## config.mk

```make
export PLATFORM = sky130hd
export DESIGN_NAME = log_int_search
export DESIGN_NICKNAME = d
export VERILOG_FILES = /design/src/rtl/log_int_search.sv
export SDC_FILE = /design/constraint.sdc
export NUM_CORES = 1
export LEC_CHECK = 0
export CAP_MARGIN = 20
export CORE_MARGIN = 4
export CORE_UTILIZATION = 49
export DETAILED_ROUTE_END_ITERATION = 8
export PLACE_DENSITY = 0.84
export SYNTH_ARGS = -nofsm -noshare
export SYNTH_HDL_FRONTEND = slang
export SYNTH_SLANG_ARGS = --single-unit
```

## constraint.sdc

```tcl
create_clock -name CLK -period 3.2 [get_ports CLK]
set_input_delay 0.8 -clock CLK [delete_from_list [all_inputs] [get_ports CLK]]
set_output_delay 0.8 -clock CLK [all_outputs]
set_load 0.005 [all_outputs]
```

## src/rtl/log_int_search.sv

```systemverilog
// Integer part of ln(y) for an unsigned Q3.14 operand. The search walks an external
// e^k ROM from k=+2 down to k=-3 and stops at the first entry that does not exceed y.
module log_int_search (
  input  logic        CLK,
  input  logic        RST,
  input  logic        iValid,
  output logic        oReady,
  input  logic [16:0] iData,
  output logic [2:0]  oRomAddr,
  input  logic [16:0] iRomData,
  output logic        oValid,
  input  logic        iReady,
  output logic [2:0]  oK,
  output logic [16:0] oBase,
  output logic [16:0] oDiff,
  output logic        oUnder
);

  typedef enum logic [1:0] {
    IDLE  = 2'd0,
    FETCH = 2'd1,
    CMP   = 2'd2,
    DONE  = 2'd3
  } state_t;

  localparam logic [2:0] K_TOP    = 3'b010;  // +2
  localparam logic [2:0] K_BOTTOM = 3'b101;  // -3

  state_t      state_q, state_d;
  logic [16:0] y_q, y_d;
  logic [2:0]  addr_q, addr_d;
  logic [2:0]  k_q, k_d;
  logic [16:0] base_q, base_d;
  logic [16:0] diff_q, diff_d;
  logic        under_q, under_d;

  // NOTE: sequential state uses non-blocking assignments so every register samples
  // the pre-edge values of its peers, independent of statement order.
  always_ff @(posedge CLK) begin
    if (RST) begin
      state_q <= IDLE;
      y_q     <= '0;
      addr_q  <= '0;
      k_q     <= '0;
      base_q  <= '0;
      diff_q  <= '0;
      under_q <= 1'b0;
    end else begin
      state_q <= state_d;
      y_q     <= y_d;
      addr_q  <= addr_d;
      k_q     <= k_d;
      base_q  <= base_d;
      diff_q  <= diff_d;
      under_q <= under_d;
    end
  end

  // NOTE: every next-state signal gets its hold value first, so no path through the
  // case statement can leave one unassigned and infer a latch.
  always_comb begin
    state_d = state_q;
    y_d     = y_q;
    addr_d  = addr_q;
    k_d     = k_q;
    base_d  = base_q;
    diff_d  = diff_q;
    under_d = under_q;

    unique case (state_q)
      IDLE: begin
        if (iValid) begin
          y_d     = iData;
          addr_d  = K_TOP;
          state_d = FETCH;
        end
      end

      // The ROM registers oRomAddr on this edge; its data is ready in CMP.
      FETCH: state_d = CMP;

      CMP: begin
        if (iRomData <= y_q) begin
          k_d     = addr_q;
          base_d  = iRomData;
          diff_d  = y_q - iRomData;
          under_d = 1'b0;
          state_d = DONE;
        end else if (addr_q == K_BOTTOM) begin
          // Below e^-3: clamp k and flag the underflow instead of searching further.
          k_d     = K_BOTTOM;
          base_d  = iRomData;
          diff_d  = '0;
          under_d = 1'b1;
          state_d = DONE;
        end else begin
          addr_d  = addr_q - 3'd1;
          state_d = FETCH;
        end
      end

      DONE: begin
        if (iReady) state_d = IDLE;
      end

      default: state_d = IDLE;
    endcase
  end

  assign oReady   = (state_q == IDLE);
  assign oValid   = (state_q == DONE);
  assign oRomAddr = addr_q;
  assign oK       = k_q;
  assign oBase    = base_q;
  assign oDiff    = diff_q;
  assign oUnder   = under_q;

endmodule

```

# Word-level counts from Yosys, hierarchy flattened
# Cells that the tools add are included.
[totals] rom_bits=0 output_inout_bits=43 elab_cells=42 mem_count=0 latch_bits=0 ff_bits=60 ram_bits=0
[classes] n_eq_ne=8 n_mul=0 reduce_logical=7 div=0 bitwise=0 order_cmp=1 muxes=17 shift=0 add_sub_neg=2
[ops] cell="17-bit 2-to-1 mux" n=4
[ops] cell="17-bit less-or-equal comparator" n=1
[ops] cell="17-bit subtractor" n=1
[ops] cell="3-bit 2-to-1 mux" n=5
[ops] cell="2-bit 2-to-1 mux" n=4
[ops] cell="2-bit case mux with 4 select lines" n=1
[ops] cell="2-bit != test (second input constant)" n=3
[ops] cell="3-bit case mux with 2 select lines" n=1
[ops] cell="2-bit AND reduction" n=3
[ops] cell="2-bit equality test (second input constant)" n=2
[ops] cell="4-bit AND reduction" n=1
[ops] cell="2-bit nonzero test" n=2
[ops] cell="3-bit equality test (second input constant)" n=1
[ops] cell="3-bit by 1-bit subtractor with 3-bit output (second input constant)" n=1
[ops] cell="2-bit by 1-bit equality test with 1-bit output (second input constant)" n=1
[ops] cell="2-bit zero test" n=1
[ops] cell="1-bit 2-to-1 mux" n=2
[ops] cell="2-bit by 1-bit != test with 1-bit output (second input constant)" n=1

# Longest topological paths before layout
[logic_depth] depth_word=4 mapped_depth=11 mapped_depth_nobuf=11

# Worst setup path after synthesis
# OpenSTA, ideal clock, no wires.
[synth_timing] path_type="in2reg" startpoint="input port iRomData[0]" endpoint="register diff_q[14] (netlist: oDiff[14])" path_stages=10 setup_time_ns=0.092 arrival_ns=2.694 slack_ns=0.414 path_cell_list="ha_1 -> inv_1 -> fa_1 -> a21o_1 -> a21oi_1 -> nor2b_1 -> nor4_1 -> o31ai_1 -> xnor2_1 -> o32ai_1"
[synth_via] elab_chain_cells=3 word_cells_on_any_way=5 classes_between="add/sub: 1; order compare: 1; mux: 1; reduce/logical: 2"
[synth_lines] item="start, declared" line="10" source="input logic [16:0] iRomData,"
[synth_lines] item="17-bit less-or-equal comparator" line="83" source="if (iRomData <= y_q) begin"
[synth_lines] item="2-bit nonzero test (no source line)"
[synth_lines] item="2-bit AND reduction (no source line)"
[synth_lines] item="end signal, assigned" line="54" source="diff_q <= diff_d;"
[synth_lines] item="end, declared" line="34" source="logic [16:0] diff_q, diff_d;"
# Parallel ways exist; a longest one is shown, timed or not.
# A chain may end at the register's enable or synchronous reset.

# Worst setup path in the final report
[layout_timing] startpoint="input port iRomData[8]" endpoint="register under_q (netlist: oUnder)"
[layout_via] elab_chain_cells=3 word_cells_on_any_way=4 classes_between="order compare: 1; mux: 1; reduce/logical: 2"
[layout_lines] item="17-bit less-or-equal comparator (*)" line="83"
[layout_lines] item="2-bit nonzero test (no source line)"
[layout_lines] item="2-bit AND reduction (no source line)"
[layout_lines] item="end signal, assigned" line="55" source="under_q <= under_d;"
[layout_lines] item="end, declared" line="35" source="logic under_q, under_d;"
# Every way passes the cells marked *; elsewhere a longest branch is shown, timed or not.

==> results.sh <==
export IMPL_final_nets=558
export IMPL_cp_start_kind="primary input"
export IMPL_ys_ff_latch=60
export IMPL_critPathSlowestCell="clkdlybuf4s50_1"
export IMPL_dr_pass1_iters=4
export IMPL_avgViaCountPerCell=5.43
export IMPL_coreArea_sq_um=6350
export IMPL_antenna_found_initial=0
export IMPL_post_drt_wl_per_cell_um=15.0
export IMPL_totalPowerFinal_mw=2.04
export IMPL_synth_edf_count=0
export IMPL_syn_avg_cell_area_sq_um=8.19
export IMPL_die_y_um=88.9
export IMPL_required_ps=3430
export IMPL_grt_first_pass_wirelength_um=14500
export IMPL_grt_max_degree=36
export IMPL_ys_flop_type="dfxtp_1"
export IMPL_p_per_area_nw_per_um2=448
export IMPL_crit_chain="clkdlybuf4s50_1 -> inv_1 -> ha_1 -> buf_4 -> nand2_1 -> nor3_1 -> a21oi_1 -> nand2_1 -> or2_4 -> buf_4 -> a221oi_1"
export IMPL_worstSkewPairLatency_ps=340
export IMPL_status="finished clean"
export IMPL_num_io_pins=81
export IMPL_synth_warnings=0
export IMPL_drv_cap=0
export IMPL_fp_dieArea_sq_um=7910
export IMPL_grt_overflow_total=0
export IMPL_wl_um=8740
export IMPL_synth_cell_types=50
export IMPL_portBuffers=80
export IMPL_drc=0
export IMPL_clock_path_buffers=2
export IMPL_antenna_cells=0
export IMPL_path_delay_family="buffers and inverters"
export IMPL_hold_class="flip-flop to flip-flop"
export IMPL_drtIter0Drc=118
export IMPL_ant_nets=0
export IMPL_place_area_sq_um=4300
export IMPL_post_route_min_period_ps=2990
export IMPL_critPathMaxStageDelay_ps=480
export IMPL_syn_to_final_growth_pct=41.9
export IMPL_post_cts_buffers=0
export IMPL_grt_pass1_vias=3156
export IMPL_setup_viol=0
export IMPL_cts_tree="built"
export IMPL_tightest_slew_ps=820
export IMPL_place_congestion=0.860
export IMPL_worst_path_max_fanout=5
export IMPL_skew_ps=7.82
export IMPL_layout_drive_gt1_share=0.123
export IMPL_h_tree_depth=3
export IMPL_rsz0062_at_grt="false"
export IMPL_grt_total_usage=0.236
export IMPL_post_route_cell_area_sq_um=4550
export IMPL_syn_inst=392
export IMPL_worst_path_buf_inv=4
export IMPL_fmax_mhz=334
export IMPL_row_count=29
export IMPL_cts_sinks=60
export IMPL_clk_pin_slew_ps=60
export IMPL_leakage_nw=1.80
export IMPL_cts_inserted_buffers=9
export IMPL_crit_type="primary input to flip-flop"
export IMPL_root_buffer="clkbuf_8"
export IMPL_peakVddDrop_mv=0.389
export IMPL_ctsHoldBuffers=0
export IMPL_slew_viol_final=0
export IMPL_dieWidth_um=88.9
export IMPL_cp_end_kind="flip-flop"
export IMPL_hpwl_um=6670
export IMPL_worst_ep_arrival_time_ps=3220
export IMPL_min_period_over_period=0.935
export IMPL_vias=3158
export IMPL_netlist_area_sq_um=3210
export IMPL_max_slew_margin=0.451
export IMPL_initial_core_util=0.505
export IMPL_post_cts_resized=0
export IMPL_synth_fp_nets=450
export IMPL_async_reset_ff_frac=0
export IMPL_finalHoldViolCount=0
export IMPL_yosysSeqAreaShare=0.374
-- flip-flops by register name (all words and copies together), names as in the netlist --
signal and cells:
state_q 2, oBase 17, oUnder 1, y_q 17
oK 3, oRomAddr 3, oDiff 17
-- layer usage --
layer / GRT usage / routed length, um / up-vias
met5: 0 / 0 / -
met4: 0.106 / 184 / 0
met3: 0.0433 / 546 / 18
met2: 0.401 / 4260 / 95
met1: 0.292 / 3750 / 1471
li1: - / - / 1574
-- synth_stat cells, types with 3 or more instances --
cell | number | share of area
ha_1 | 19 | 0.074
nand2b_1 | 7 | 0.014
a21o_1 | 3 | 0.0070
nor4_1 | 3 | 0.0058
xnor2_1 | 8 | 0.022
inv_1 | 28 | 0.033
clkbuf_1 | 14 | 0.016
xor2_1 | 6 | 0.016
o21a_1 | 3 | 0.0070
nor2_1 | 34 | 0.040
nand3_1 | 19 | 0.030
o21bai_1 | 3 | 0.0070
nand2_1 | 51 | 0.060
o32ai_1 | 4 | 0.011
nor2b_1 | 4 | 0.0078
buf_2 | 3 | 0.0047
o21ai_0 | 11 | 0.017
mux2i_1 | 17 | 0.053
o31ai_1 | 12 | 0.028
o21ai_1 | 3 | 0.0047
dfxtp_1 | 60 | 0.37
a31oi_1 | 4 | 0.0078
o211ai_1 | 3 | 0.0070
a21oi_1 | 42 | 0.065
-- final cells by class --
type                       instances  area [sq um]
tap                               77          96.3
inverter                          28           105
clock inverter                     4          95.1
multi-input combinational        284          1800
clock buffer                      12           155
sequential                        60          1200
timing repair buffer             117          1100
fill                             497          1800
-- cell usage in the layout (no fill, tap or decap), types with 8 or more instances in the layout --
cell type	instances
a21oi_1	42
buf_4	35
clkbuf_8	11
clkdlybuf4s50_1	79
dfxtp_1	60
ha_1	19
inv_1	28
mux2i_1	17
nand2_1	51
nand3_1	19
nor2_1	34
o21ai_0	11
o31ai_1	12
xnor2_1	8
-- per-stage QoR --
stage	hold WS [ps]	instances	util	TNS, ps	setup WS, ps
5_1_grt	482	582	0.717	0	14.5
6_report	460	582	0.717	0	207
2_1_floorplan	436	392	-	0	414
3_5_place_dp	451	566	0.678	-1370	-102
4_1_cts	460	582	0.717	0	220
3_3_place_gp	445	566	0.678	-213	-48.2
-- worst register-to-register path, stage by stage, from the launching register on --
cell and delay (ps):
dfxtp_1 320, inv_1 90, ha_1 160, inv_1 50, fa_1 380, a21o_1 170, a21oi_1 180, nor2b_1 80
nor4_1 220, buf_4 170, o31ai_1 80, xnor2_1 130, o32ai_1 210
-- path summary, 6_finish.rpt --
path	start	endpoint	slack (ps)	cells after the start
setup / recovery	iRomData[8]	oUnder	210	11
hold / removal	oK[2]	oK[2]	460	2
setup reg to reg	y_q[0]	oDiff[14]	860	12
hold reg to reg	oK[2]	oK[2]	460	2
-- kinds of logic after synthesis --
kind of cell | share of synthesized area
XOR/XNOR | 0.0382
AO/OA/AOI/OAI | 0.201
buffers and inverters | 0.0655
flip-flops | 0.374
multiplexers | 0.0530
adder cells (fa/ha/maj) | 0.0803
AND/OR/NAND/NOR | 0.188
-- power by group --
group          switching, mW  total [mW]  internal (mW)  leakage (nW)
Sequential            0.0169       0.786          0.769         0.487
Combinational          0.203       0.398          0.196          1.19
Clock                  0.295       0.854          0.559         0.127
Note: power is estimated with default switching activity, not from simulation.
